$ cat src/rtl/demorgan_pkg.sv
// demorgan_pkg
//   Shared constants and helpers for the demorgan_1st_b primitive.
//   DEF_WIDTH  : default lane count of the evaluator.
//   DEF_CNT_W  : default width of the accepted-vector counter.
//   nand_form  : single-lane ~a | ~b. Callers apply it per lane.
package demorgan_pkg;

    localparam int DEF_WIDTH = 1;
    localparam int DEF_CNT_W = 16;

    function automatic logic nand_form(input logic a, input logic b);
        return ~a | ~b;
    endfunction

endpackage

$ cat src/rtl/demorgan_1st_b_sat_counter.sv
// demorgan_1st_b_sat_counter
//   Up-counter that increments on each enabled cycle and sticks at all-ones.
//   Ports:
//     clk    : rising-edge clock
//     rst_n  : asynchronous active-low reset, clears the count
//     en     : count this cycle
//     cnt    : current count, CNT_W bits
module demorgan_1st_b_sat_counter #(
    parameter int CNT_W = 16
) (
    input  logic             clk,
    input  logic             rst_n,
    input  logic             en,
    output logic [CNT_W-1:0] cnt
);

    always_ff @(posedge clk or negedge rst_n) begin
        if (!rst_n) begin
            cnt <= '0;
        end else if (en && (cnt != {CNT_W{1'b1}})) begin
            cnt <= cnt + CNT_W'(1);
        end
    end

endmodule

$ cat src/rtl/demorgan_1st_b.sv
// demorgan_1st_b
//   Bitwise De Morgan evaluator, B side: e = ~a | ~b.
//   A combinational result, a registered valid-qualified copy and a
//   saturating count of accepted vectors.
//   Optional build macro DEMORGAN_CHECK_EN: also forms ~(a & b) and raises
//   a sticky chk_err if it ever disagrees with ~a | ~b on an accepted vector.
//   Without the macro chk_err is tied 0.
//   Ports:
//     clk       : rising-edge clock
//     rst_n     : asynchronous active-low reset
//     a, b      : operands, WIDTH bits
//     in_valid  : qualifies a/b for the registered path
//     e         : combinational ~a | ~b
//     e_q       : registered result (holds while in_valid is low)
//     out_valid : e_q was captured on the last edge
//     vec_cnt   : accepted-vector count, saturating at all-ones
//     chk_err   : sticky equivalence-mismatch flag
module demorgan_1st_b
    import demorgan_pkg::*;
#(
    parameter int WIDTH = DEF_WIDTH,
    parameter int CNT_W = DEF_CNT_W
) (
    input  logic             clk,
    input  logic             rst_n,
    input  logic [WIDTH-1:0] a,
    input  logic [WIDTH-1:0] b,
    input  logic             in_valid,
    output logic [WIDTH-1:0] e,
    output logic [WIDTH-1:0] e_q,
    output logic             out_valid,
    output logic [CNT_W-1:0] vec_cnt,
    output logic             chk_err
);

    for (genvar i = 0; i < WIDTH; i++) begin : g_lane
        assign e[i] = nand_form(a[i], b[i]);
    end

    always_ff @(posedge clk or negedge rst_n) begin
        if (!rst_n) begin
            e_q       <= '0;
            out_valid <= 1'b0;
        end else begin
            out_valid <= in_valid;
            if (in_valid) begin
                e_q <= e;
            end
        end
    end

    demorgan_1st_b_sat_counter #(
        .CNT_W (CNT_W)
    ) u_cnt (
        .clk   (clk),
        .rst_n (rst_n),
        .en    (in_valid),
        .cnt   (vec_cnt)
    );

`ifdef DEMORGAN_CHECK_EN
    logic [WIDTH-1:0] lhs_form;
    logic             lane_mismatch;

    assign lhs_form      = ~(a & b);
    assign lane_mismatch = |(lhs_form ^ e);

    always_ff @(posedge clk or negedge rst_n) begin
        if (!rst_n) begin
            chk_err <= 1'b0;
        end else if (in_valid && lane_mismatch) begin
            chk_err <= 1'b1;
        end
    end

`ifndef SYNTHESIS
    always_ff @(posedge clk) begin
        if (rst_n && in_valid && lane_mismatch && !chk_err) begin
            $error("demorgan_1st_b: ~(a&b) != ~a|~b, a=%b b=%b", a, b);
        end
    end
`endif
`else
    assign chk_err = 1'b0;
`endif

endmodule

$ cat config.mk
export PLATFORM = sky130hd
export DESIGN_NAME = demorgan_1st_b
export DESIGN_NICKNAME = d
export VERILOG_FILES = /design/src/rtl/demorgan_pkg.sv /design/src/rtl/demorgan_1st_b_sat_counter.sv /design/src/rtl/demorgan_1st_b.sv
export SDC_FILE = /design/constraint.sdc
export NUM_CORES = 1
export LEC_CHECK = 0
export CORE_ASPECT_RATIO = 1.25
export CORE_MARGIN = 1
export CORE_UTILIZATION = 50
export DETAILED_ROUTE_END_ITERATION = 10
export PLACE_DENSITY_LB_ADDON = 0.2
export SLEW_MARGIN = 20
export SYNTH_ARGS = -nofsm -noshare
export SYNTH_HDL_FRONTEND = slang
export SYNTH_HIERARCHICAL = 1
export SYNTH_SLANG_ARGS = --single-unit
$ cat constraint.sdc
create_clock -name clk -period 3.53 [get_ports clk]
set_input_delay 0.353 -clock clk [delete_from_list [all_inputs] [get_ports clk]]
set_output_delay 0.353 -clock clk [all_outputs]
set_load 0.01 [all_outputs]
Word level (Yosys, flattened, before mapping)

Cells that the tools add are included.

Input port bits: 5
Flip-flop bits (word level): 18
Output and inout bits: 20
Logic and storage cells: 9

Equality and inequality tests: 1
Bitwise operators: 3
Reductions and logical operators: 1
$add $sub $neg: 1

Operator list:

| operator                                      | count |
|---|---|
| adder 16 x 1 -> 16 bit, second input constant | 1 |
| inequality test 16 bit, second input constant | 1 |
| NOT 1 bit                                     | 2 |
| logical AND 1 bit                             | 1 |
| bitwise OR 1 bit                              | 1 |

Depth between registers and ports, before layout

Word-level depth: 2
Mapped depth: 5
Depth with buffers taken out: 5

Modules after synthesis

The synthesis kept the hierarchy.

Modules (own cells, without submodules):

| module                     | cells each | times used | sequential area each (um2) | area each (um2) |
|---|---|---|---|---|
| demorgan_1st_b_sat_counter | 72         | 1          | 400.4                      | 859.6 |
| demorgan_1st_b             | 7          | 1          | 50.0                       | 75.1 |

Worst setup path before layout

OpenSTA, ideal clock, no wires.

Path kind: flip-flop to flip-flop
Start: reg u_cnt.cnt[13]
End: reg u_cnt.cnt[1]
Cell stages (with the launch flop): 5
Library setup time: 0.128 ns
Path buffers: 0
Period minus slack after synthesis: 1.523 ns
Required time: 3.402 ns
Slack: 2.007 ns
Data arrival time: 1.395 ns
Cell sequence: dfrtp_1 > and4_1 > nand3_4 > o31ai_4 > mux2_1

Cells in the longest elaborated chain, start to end: 2

Ends and longest elaborated chain:

| element                | RTL line                         | text |
|---|---|---|
| start, declared        | demorgan_1st_b_sat_counter.sv:14 | `output logic [CNT_W-1:0] cnt` |
| start signal, assigned | demorgan_1st_b_sat_counter.sv:21 | `cnt <= cnt + CNT_W'(1);` |
| inequality test 16 bit | demorgan_1st_b_sat_counter.sv:20 | `end else if (en && (cnt != {CNT_W{1'b1}})) begin` |
| logical AND 1 bit      | demorgan_1st_b_sat_counter.sv:20 |  |

Every way passes these cells.
A chain may end at the register's enable or synchronous reset.

Worst setup path after layout

Start: reg u_cnt.cnt[9]
End: out vec_cnt[9]

RTL lines:

| element       | RTL line             | text |
|---|---|---|
| end, declared | demorgan_1st_b.sv:32 | `output logic [CNT_W-1:0] vec_cnt,` |

No word-level cell between the ends.

==> results by group <==
STA
  • Max_slew headroom: 46.67%
  • Setup TNS: 0 ns
  • Final setup viols: 0
  • Clk_skew: roughly 0.0059 ns
  • RSZ-0062 raised after global routing: no
  • Slew Viols, Final: 0
  • Tmin final: 1.727 ns
  • Max Fclk: 579.2 MHz
  • Worst Max-Slew Pin Slew: 0.7974 ns
  • Hold Fails Final Rpt: 0
  • Hold slack: 0.5171 ns
  • Final Cycle Share: slightly below 50%

GRT
  • Antenna violations before repair: 0
  • GRT overflow: 0
  • Largest net degree at the start of global routing: 19
  • Vias in the first global route: 694
  • Tot GR Track Use: around 22%
  • First-pass GRT wire length: 3.125 mm

Drt
  • Final WL: 1.958 mm
  • Post-route antenna net violation count: 0
  • First drt pass iteration count: 4
  • Avg Vias per Cell: 5.960
  • DRC: 0
  • First-iteration detailed-routing DRC count: 14
  • Wire per inst: 15.79 um
  • Vias: 739

Power and ir drop
  • Leakage: 0.4947 nW
  • Worst vdd ir: 366.8 uV
  • Pwr Total: approximately 600 uW
  • Pwr Density: slightly above 500 mW/mm^2

Layout
  • Multi-input logic area: 476.7 sq um
  • Nets@finish: roughly 110
  • ANT cells: 0
  • Area Growth Syn to Fin: 30.25%
  • Layout cells sized above 1: 13.33%
  • Commonest non-fill, non-tap cell in the layout: clkdlybuf4s50_1
  • Fill cells: 135
  • Most frequent cells in the layout: 23 x clkdlybuf4s50_1, 18 x dfrtp_1, 8 x nand4_1
  • Register area: 450.4 sq um

Synth
  • Synth Instances: 79
  • Async set or reset register ratio after synthesis: 100.0%
  • Top_reg_cell synth: dfrtp_1
  • Post-Syn Area: around 930 sq um
  • Syn_nets: between 80 and 90
  • Mapped Avg Cell Area: 11.83 sq um
  • Post-synthesis sequential area ratio: 48.19%
  • Synth warn: 6
  • Distinct cells, synth: 29
  • Yosys reg bits: 18
  • Number of synthesized flops with an enable pin: 0

Critical path
  • Crit end category: primary output
  • CP bufs+invs: 1
  • Startpoint Class: flip-flop
  • Slowest-stage cell, CP: clkdlybuf4s50_1
  • Critical Path Max Stage Delay: slightly below 0.6 ns
  • Crit-path cells: clkdlybuf4s50_1
  • Worst endpoint data arrival time: around 1.4 ns
  • Crit path required time: 3.18 ns
  • Delay-heaviest family, CP: buffers and inverters
  • Worst-path fanout max: 7
  • Critical path class: reg -> out

Clocking
  • Worst-case clock buffer depth: 2
  • Clk slew on worst S/H paths: ~0.11 ns
  • Worst-skew pair later-pin latency: 0.29 ns
  • Clk sinks: 18
  • CTS H-tree depth: 1
  • Cts-stage hold buffer count: 0
  • CTS tree: done
  • Root buffer cell: clkbuf_4
  • Setup bufs post-CTS: 0
  • Cts repair resizes: 0
  • TritonCTS buffer count: 3

Placed design
  • GPL Wtd Cong: 0.7833
  • Post-DP HPWL: 1.438 mm
  • Buffers on Ports: 23

Floorplan
  • # IOs: 25
  • Floorplan row count: 17
  • Die height: 50.34 um
  • Die W: 40.67 um
  • Die area: 0.002047 sq mm
  • Core area: around 0.0018 sq mm
  • Initial Utilization: 52.94%

Outcome
  • Status: finished, final reports clean

Worst hold path
  • Tightest Hold Check Type: in -> async

Job
  • Max-cap violations: 0
==> routing by layer <==
layer  vias to the layer above  global-route usage, %  part of all wire [%]
met3                         2                  3.982                   3.5
li1                        359                      -                     -
met5                         -                      0                     0
met2                        19                  34.92                    50
met1                       359                  29.57                    46
met4                         0                  6.667                  0.61
==> path summary, 6_finish.rpt <==
check	from	end	slack [ns]	cells past startpoint
worst min register to register	u_cnt/cnt[15]	u_cnt/cnt[15]	0.54	1
min in group clk	u_cnt/cnt[15]	u_cnt/cnt[15]	0.54	1
worst max-delay path	u_cnt/cnt[9]	vec_cnt[9]	1.80	1
max in group asynchronous	rst_n	u_cnt/cnt[0]	2.52	1
worst min-delay path	rst_n	out_valid	0.52	1
worst max register to register	u_cnt/cnt[0]	u_cnt/cnt[10]	1.88	5
==> final cells by class <==
cell class,instances,area share [%]
clock buffer,4,2.980
sequential,18,37.00
tap,19,1.953
multi-input combinational,60,39.16
timing repair buffer,23,18.91
==> metrics by stage <==
| stage | utilization [%] | cell area (sq um) | instances | setup WS [ns] |
|---|---|---|---|---|
| after global routing | 68.96 | 1217 | 124 | 1.700 |
| after detailed placement | 66.90 | 1181 | 120 | 1.599 |
| after global placement | 66.90 | 1181 | 120 | 1.653 |
| after CTS | 68.96 | 1217 | 124 | 1.797 |
| after floorplan | - | 934.6 | 79 | 2.007 |
| final | 68.96 | 1217 | 124 | 1.803 |
==> Yosys cell counts, drive strengths merged (2+ instances only) <==
master	n	share of area (%)
xor2	2	1.9
nor2	4	1.9
dfrtp	18	48
nand3	6	4.6
nor4	2	4.6
a21oi	3	1.6
xnor2	5	4.7
a31oi	4	2.7
nand4	10	9.0
o21a	5	4.0
and3	2	1.3
and4	3	3.2
nand2	5	2.0
==> power by group <==
part,switching [mW],total (mW),internal (mW),leakage [nW]
combinational,0.0830,0.186,0.103,0.239
sequential,0.0586,0.302,0.243,0.234
clock,0.0627,0.125,0.0627,0.0210
==> flip-flops by register name, indices dropped and copies added, names as in the netlist <==
| register | count |
|---|---|
| out_valid | 1 |
| e_q | 1 |
| u_cnt/cnt | 16 |
==> logic make-up (layout without fill, tap and decap cells) <==
kind of cell | count (synthesis) | after routing | share of synthesized area [%]
DFF | 18 | 18 | 48.19
and+or+nand+nor | 34 | 34 | 28.65
adders and majority gates | 1 | 1 | 1.338
buffers and inverters | 1 | 27 | 0.8035
AOI/OAI and AO/OA | 16 | 16 | 12.85
muxes | 1 | 1 | 1.205
xor gates and xnor gates | 7 | 7 | 6.560
other | 1 | 1 | 0.4012
No activity file was read; power rests on OpenSTA's default activity.
